[src/rtl/life_rule_engine.sv]
// rtl/life_rule_engine.sv - B3/S23 next-generation engine for one field row
// Consumes column-serial 3-bit slices and emits packed 16-bit result words with DDR addresses.
module life_rule_engine #(
  parameter int ROW_WIDTH = 640,
  parameter int WORD_BITS = 16,
  parameter int ROW_BITS  = 9
) (
  input  logic                 clk,
  input  logic                 rst,
  input  logic                 start,
  input  logic [ROW_BITS-1:0]  rowIndex,
  input  logic                 inValid,
  input  logic [2:0]           inSlice,
  output logic                 inReady,
  output logic                 outValid,
  output logic [WORD_BITS-1:0] outData,
  output logic [23:0]          outAddress,
  input  logic                 outReady,
  output logic                 rowDone,
  output logic [9:0]           liveCount,
  output logic                 busy
);

  localparam int COL_W  = $clog2(ROW_WIDTH + 1);
  localparam int WB_LOG = $clog2(WORD_BITS);
  localparam int PAD_W  = 24 - ROW_BITS - 6;

  typedef enum logic [1:0] {IDLE, RUN, FLUSH, DRAIN} state_t;

  state_t               state;
  logic [ROW_BITS-1:0]  row_q;
  logic [2:0]           win_l;
  logic [2:0]           win_c;
  logic [COL_W-1:0]     col_count;
  logic [WORD_BITS-1:0] pack;
  logic [9:0]           live;

  logic                 out_free;
  logic                 accept;
  logic                 flush_go;
  logic                 decide;
  logic [2:0]           win_r;
  logic [COL_W-1:0]     dcol;
  logic [WB_LOG-1:0]    bit_idx;
  logic [5:0]           word_idx;
  logic [3:0]           n;
  logic                 next_bit;
  logic [WORD_BITS-1:0] pack_next;

  function automatic logic [3:0] col_sum(input logic [2:0] x);
    return {3'b000, x[0]} + {3'b000, x[1]} + {3'b000, x[2]};
  endfunction

  assign out_free = !outValid || outReady;
  assign inReady  = (state == RUN) && out_free;
  assign accept   = inValid && inReady;
  assign flush_go = (state == FLUSH) && out_free;

  // A slice for column k settles cell k-1; column 0 has no left-hand cell to settle.
  assign decide   = (accept && (col_count != '0)) || flush_go;
  assign win_r    = flush_go ? 3'b000 : inSlice;
  assign dcol     = col_count - 1'b1;
  assign bit_idx  = dcol[WB_LOG-1:0];
  assign word_idx = dcol[WB_LOG +: 6];

  assign n         = col_sum(win_l) + col_sum(win_c) + col_sum(win_r) - {3'b000, win_c[1]};
  assign next_bit  = (n == 4'd3) || (win_c[1] && (n == 4'd2));
  assign pack_next = pack | (WORD_BITS'(next_bit) << bit_idx);

  assign busy      = (state != IDLE);
  assign rowDone   = (state == DRAIN) && outValid && outReady;
  assign liveCount = live;

  always_ff @(posedge clk) begin
    if (rst) begin
      state      <= IDLE;
      row_q      <= '0;
      win_l      <= '0;
      win_c      <= '0;
      col_count  <= '0;
      pack       <= '0;
      live       <= '0;
      outValid   <= 1'b0;
      outData    <= '0;
      outAddress <= '0;
    end else begin
      if (outValid && outReady) outValid <= 1'b0;

      if (decide) begin
        live <= live + 10'(next_bit);
        if (bit_idx == WB_LOG'(WORD_BITS - 1)) begin
          outData    <= pack_next;
          outAddress <= {{PAD_W{1'b0}}, row_q, word_idx};
          outValid   <= 1'b1;
          pack       <= '0;
        end else begin
          pack <= pack_next;
        end
      end

      if (accept) begin
        win_l     <= win_c;
        win_c     <= inSlice;
        col_count <= col_count + 1'b1;
      end

      case (state)
        IDLE: begin
          if (start) begin
            state     <= RUN;
            row_q     <= rowIndex;
            win_l     <= '0;
            win_c     <= '0;
            col_count <= '0;
            pack      <= '0;
            live      <= '0;
          end
        end
        RUN: begin
          if (accept && (col_count == COL_W'(ROW_WIDTH - 1))) state <= FLUSH;
        end
        FLUSH: begin
          if (flush_go) state <= DRAIN;
        end
        DRAIN: begin
          if (outValid && outReady) state <= IDLE;
        end
        default: state <= IDLE;
      endcase
    end
  end

endmodule

[config.mk]
export PLATFORM = sky130hd
export DESIGN_NAME = life_rule_engine
export DESIGN_NICKNAME = d
export VERILOG_FILES = /design/src/rtl/life_rule_engine.sv
export SDC_FILE = /design/constraint.sdc
export NUM_CORES = 1
export LEC_CHECK = 0
export BUFFER_PORTS_ARGS = -buffer_cell sky130_fd_sc_hd__clkbuf_2
export CAP_MARGIN = 20
export CORE_MARGIN = 4
export CORE_UTILIZATION = 50
export CTS_CLUSTER_SIZE = 12
export DETAILED_ROUTE_END_ITERATION = 7
export PLACE_DENSITY = 0.72
export SLEW_MARGIN = 10
export SYNTH_ARGS = -nofsm -noshare
export SYNTH_HDL_FRONTEND = slang
export SYNTH_SLANG_ARGS = --single-unit
[constraint.sdc]
create_clock -name clk -period 10.53 [get_ports clk]
set_input_delay 0 -clock clk [delete_from_list [all_inputs] [get_ports clk]]
set_output_delay 0 -clock clk [all_outputs]
set_load 0.05 [all_outputs]
==> flow_metrics.tcl, run 1 <==
set metrics [dict create \
    status "complete, no violations" \
    htreeDepth 3 \
    fin_total_pwr_mw 0.863 \
    max-cap-violations 0 \
    crit_fanout 13 \
    clk_pin_slew_ns 0.09 \
    peakVddDrop_mv 0.113 \
    reg2reg_to "liveCount[6]" \
    criticalPathCategory "flop to flop" \
    cp.required_ns 10.75 \
    slew_headroom 0.369 \
    synthMuxAreaShare 0.00751 \
    power_frac_comb 0.329 \
    cts_buffers 9 \
    finalCriticalPeriod_ns 5.66 \
    power_density_nw_per_um2 188 \
    cts_tree "built" \
    overflow 0 \
    hp-class "input port to flop" \
    clk_latency_ns 0.37 \
    postSynthCellCount 475 \
    async_flop_share 0 \
    min_from "inValid" \
    rr_worst_depth 20 \
    routedWlPerCell_um 13.0 \
    r2r_slack_ns 4.87 \
    slew_violations 0 \
    top_layer_used "met4" \
    grt_pass1_wl_mm 14.6 \
    ys_warn_count 0 \
    synth_fa_ha_area_frac 0.0707 \
    max_freq_ghz 0.177 \
    finalWirelength_mm 8.36 \
    grt_max_degree 43 \
    die-area_um2 9490 \
    wl_met2_mm 3.93 \
    cp.arrival_ns 5.88 \
    synth_top_family_by_area "simple AND/OR/NAND/NOR gates" \
    rsz0062_at_grt "no" \
    grt_pass1_vias 3188 \
    post_cts_buffers 0 \
    pwr-share-seq 0.409 \
    hold_violations 0 \
    hold_buffers 12 \
    met1_length_mm 3.88 \
    vias 3307 \
    internal_power_mw 0.512 \
    cts_max_path_buffers 2 \
    antenna_found_initial 0 \
    min_to "win_l[2]" \
    finalSetupViolCount 0 \
    synth_top_cell_area_share 0.426 \
    area_growth_pct 14.6 \
    ys_ff_latch 85 \
    ant_nets 0 \
    yosys_most_used_dff "dfxtp_1" \
    drt-pass1-iter-count 4 \
    die_h_um 97.4 \
    diodes 0 \
    p_clk_frac 0.262 \
    gp_congestion 0.861 \
    die_x_um 97.4 \
    r2r_start "state[0]" \
    ioPinCount 71 \
    initial_utilization 0.515 \
    leakage_nw 1.83 \
    ys_types 50 \
    fill_cells 699 \
    syn_area_um2 4000 \
    clock-sinks 85 \
    post-route-drc-count 0 \
    switchingPower_mw 0.351 \
    nets 571 \
    cts_root_buf "clkbuf_8" \
    synthXorXnorAreaFrac 0.0548 \
    crit_path_end_kind "flop" \
    synth_top_area_cell "dfxtp_1" \
    place_hpwl_mm 6.02 \
    critPathLaunchType "flop" \
    holdPathStages 4 \
    fin_crit_sh 0.537 \
    rows 32 \
    mostFrequentLayoutCells "nand2_1, dfxtp_1, nor2_1, clkbuf_2, a21oi_1" \
    worstMarginPinSlew_ns 0.946 \
    drive_gt1_frac 0.167 \
    syn_avg_cell_area_um2 8.42 \
    synth_edf_count 0 \
    post_cts_resized 0 \
    fin_util 0.590 \
    fin_tns_setup_ns 0 \
    synth.area.top_cells "dfxtp_1, nand2_1, nor2_1, a21oi_1, ha_1" \
    yosysSeqAreaShare 0.426 \
    layout_commonest_cell "nand2_1" \
    synth_simple_gate_area_frac 0.237 \
    met3_length_um 399 \
    whs_ns 0.0457 \
    drtIter0Drc 147 \
    grt_use_total 0.185 \
    synth-compound-area-share 0.131 \
    switching_share 0.407 \
    core_region_area_um2 7770 \
    clock_skew_ns 0.0136 \
    port_buffers 61 \
    viasPerCell 5.15 \
]
[stage by stage]
stage	setup slack, ns	area, um2	cells
final	4.87	4580	642
after global placement	5.13	4270	614
after global routing	4.38	4580	642
after CTS	4.83	4580	642
after detailed placement	4.85	4270	614
after floorplan	5.42	4030	483
[layout make-up]
| type | count | area [um2] | area share |
|---|---|---|---|
| multi-input combinational | 343 | 2040 | 0.444 |
| sequential | 85 | 1700 | 0.371 |
| clock buffer | 9 | 124 | 0.0270 |
| clock inverter | 7 | 73.8 | 0.0161 |
| timing repair buffer | 75 | 440 | 0.0961 |
| tap | 102 | 128 | 0.0278 |
| inverter | 21 | 78.8 | 0.0172 |
[sequential cells by signal, indices dropped and copies added (netlist names)]
signal and cells:
outAddress 15, state 2, win_c 3, outValid 1
row_q 9, win_l 3, pack 16, liveCount 10
col_count 10, outData 16
[metal layers]
layer  GRT usage  vias up
li1            -     1704
met1       0.237     1517
met2       0.303       72
met3      0.0474       14
met4      0.0650        0
met5           0        -
[cells by family (layout without fill, tap and decap cells)]
family                     Yosys count  in the layout
xor gates and xnor gates            25             25
AOI/OAI and AO/OA                   81             81
adders and majority gates           19             19
muxes                                3              3
DFF                                 85             85
buffers and inverters               55            112
and+or+nand+nor                    206            206
other                                1              9
[worst max path at each step]
stage | start | endpoint | slack [ns] | depth (start not counted)
finish | state[0] | liveCount[6] | 4.87 | 20
floorplan | outValid | liveCount[7] | 5.42 | 19
CTS | state[0] | liveCount[6] | 4.83 | 20
global route | state[0] | liveCount[6] | 4.38 | 20
detailed placement | state[0] | liveCount[6] | 4.85 | 20
global placement | state[0] | liveCount[8] | 5.13 | 20
[critical path: stages, from the launching register on]
cell     delay, ns
dfxtp_1       0.39
inv_1         0.10
ha_1          0.24
nand2_1       0.11
nand2_1       0.08
fa_1          0.45
fa_1          0.48
inv_1         0.05
fa_1          0.49
inv_1         0.05
fa_1          0.41
fa_1          0.39
xnor2_1       0.14
a211o_1       0.31
a21oi_1       0.74
ha_1          0.32
ha_1          0.17
nand2_1       0.10
nor4_1        0.26
xnor2_1       0.17
nor2_1        0.06
[power by group through the flow]
stage / clock [mW] / combinational, mW / sequential (mW)
floorplan: 0 / 0.213 / 0.379
global placement: 0 / 0.270 / 0.360
detailed placement: 0 / 0.281 / 0.361
CTS: 0.234 / 0.284 / 0.353
global route: 0.246 / 0.317 / 0.356
finish: 0.226 / 0.283 / 0.353
[cells in the mapped netlist (7+ instances only)]
library cell	number
ha_1	13
a31oi_1	7
buf_2	7
dfxtp_1	85
buf_4	12
a211oi_1	9
inv_1	21
nor2_1	61
clkbuf_1	11
nor3_1	10
xnor2_1	14
a41oi_1	9
nor4_1	7
nand2_1	93
a21oi_1	41
xor2_1	11
Power figures use the tool's default switching activity.
==> run 2, diff against run 1 <==
- ABC_AREA: default -> 1
- PLACE_DENSITY: 0.72 -> 0.74
- clock period: 10.53 -> 4.6 ns (I/O delays scaled with it)
==> flow_metrics.tcl, run 2 <==
set metrics [dict create \
    status "complete, no violations" \
    die_h_um 99.1 \
    synth_top_cell_area_share 0.410 \
    ys_warn_count 0 \
    final_area_um2 5080 \
    max_freq_ghz 0.220 \
    drive_gt1_frac 0.248 \
    grt_pass1_wl_mm 15.5 \
    seqCellArea_um2 1710 \
    postSynthCellCount 555 \
    slowest_stage "fa_1" \
    area_growth_pct 22.3 \
    initial_utilization 0.526 \
    hold_violations 0 \
    async_flop_share 0 \
    drtIter0Drc 231 \
    slew_violations 0 \
    finalCriticalPeriod_ns 4.55 \
    yosys_most_used_dff "dfxtp_1" \
    critPathBufInv 8 \
    layout_commonest_cell "nor2_1" \
    clock-sinks 85 \
    criticalPathCategory "flop to flop" \
    clock_skew_ns 0.0140 \
    ys_ff_latch 85 \
    yosysMostFrequentCell "nor2_1" \
    vias 3684 \
    antenna_found_initial 0 \
    peakVddDrop_mv 0.328 \
    worstMarginPinSlew_ns 0.772 \
    drt-pass1-iter-count 4 \
    yosysSeqAreaShare 0.410 \
    crit_path_end_kind "flop" \
    ys_types 38 \
    syn_area_um2 4150 \
    fill_cells 650 \
    rsz0062_at_grt "yes" \
    finalSetupViolCount 0 \
    viasPerCell 4.93 \
    max-cap-violations 0 \
    die_x_um 99.1 \
    routedWlPerCell_um 12.4 \
    overflow 0 \
    synthTopCellsByCount "nor2_1, dfxtp_1, nand2_1" \
    cts_root_buf "clkbuf_8" \
    ioPinCount 71 \
    leakage_nw 2.23 \
    die-area_um2 9820 \
    synth_top_area_cell "dfxtp_1" \
    cts_buffers 9 \
    cp_top_family "adder cells" \
    rows 32 \
    ant_nets 0 \
    place_hpwl_mm 6.31 \
    hp-class "input port to flop" \
    grt_max_degree 52 \
    cts_max_path_buffers 2 \
    syn_avg_cell_area_um2 7.48 \
    mostFrequentLayoutCells "nor2_1, dfxtp_1, nand2_1" \
    finalWirelength_mm 9.27 \
    fin_tns_setup_ns 0 \
    multi_input_area_um2 2140 \
    synth_edf_count 0 \
    reg.largest.list "outData x16, pack x16, outAddress x15" \
    dpl_cell_area_um2 4510 \
    cp.required_ns 4.87 \
    fin_crit_sh 0.989 \
    slew_headroom 0.484 \
    nets 677 \
    cts_tree "built" \
    grt_pass1_vias 3491 \
    cp.arrival_ns 4.81 \
    post-route-drc-count 0 \
    synth.area.top_cells "dfxtp_1, nor2_1, nand2_1, inv_1, a21oi_1" \
    clk_pin_slew_ns 0.09 \
    htreeDepth 3 \
    grt_use_total 0.189 \
    port_buffers 61 \
    clk_latency_ns 0.36 \
    slowest_delay_ns 0.51 \
    core_region_area_um2 7890 \
    critPathLaunchType "flop" \
    power_density_nw_per_um2 648 \
    diodes 0 \
    crit_fanout 2 \
    gp_congestion 0.903 \
]
run 2: cell type report:
class                           instances  share of cell area
Timing Repair Buffer                   94               0.115
Multi-Input combinational cell        372               0.422
Clock buffer                            9              0.0244
Tap cell                              102              0.0251
Sequential cell                        85               0.336
Clock inverter                          7              0.0180
Inverter                               79              0.0599
run 2: metrics by stage:
stage	hold slack [ns]	util	std cells	setup WS [ns]	total power [mW]
after detailed placement	0.270	0.572	708	-0.160	2.53
after global placement	0.259	0.572	708	0.00285	2.49
after CTS	0.0310	0.631	746	0.00122	3.22
final	0.0338	0.644	748	0.0520	3.29
after floorplan	0.163	-	563	0.0244	2.22
after global routing	0.0527	0.644	748	-0.185	3.52
run 2: cells by family after synthesis:
group | after synthesis | share of synthesized area
compound gates | 98 | 0.121
xor+xnor | 15 | 0.0353
simple gates | 231 | 0.247
flops | 85 | 0.410
other cells | 1 | 0.000904
fa+ha+maj | 19 | 0.0681
buf+inv | 106 | 0.117
run 2: where the power goes:
group          switching, mW  internal (mW)
logic                   1.20          0.521
registers             0.0950          0.902
clock network          0.303          0.265
run 2: per-layer routing:
layer / routed length [um] / track usage / up-vias / part of all wire
met2: 4520 / 0.320 / 87 / 0.49
met3: 497 / 0.0302 / 15 / 0.054
li1: - / - / 1913 / -
met1: 4090 / 0.239 / 1669 / 0.44
met5: 0 / 0 / - / 0
met4: 163 / 0.0777 / 0 / 0.018
run 2: worst paths after layout:
| path | start | endpoint | slack [ns] | cells after the start |
|---|---|---|---|---|
| worst max-delay path | state[0] | liveCount[6] | 0.05 | 25 |
| worst min-delay path | rst | outAddress[1] | 0.03 | 2 |
| worst max register to register | state[0] | liveCount[6] | 0.05 | 25 |
| worst min register to register | pack[6] | outData[6] | 0.46 | 2 |
run 2: what timing repair did:
| action | 4_1_cts | 5_1_grt |
|---|---|---|
| setup buffers | 10 | 4 |
| hold buffers | 12 | 0 |
| setup endpoints to repair | 5 | 32 |
| hold endpoints to repair | 12 | 0 |
| pin swaps | 15 | 21 |
| gates resized for setup | 19 | 25 |
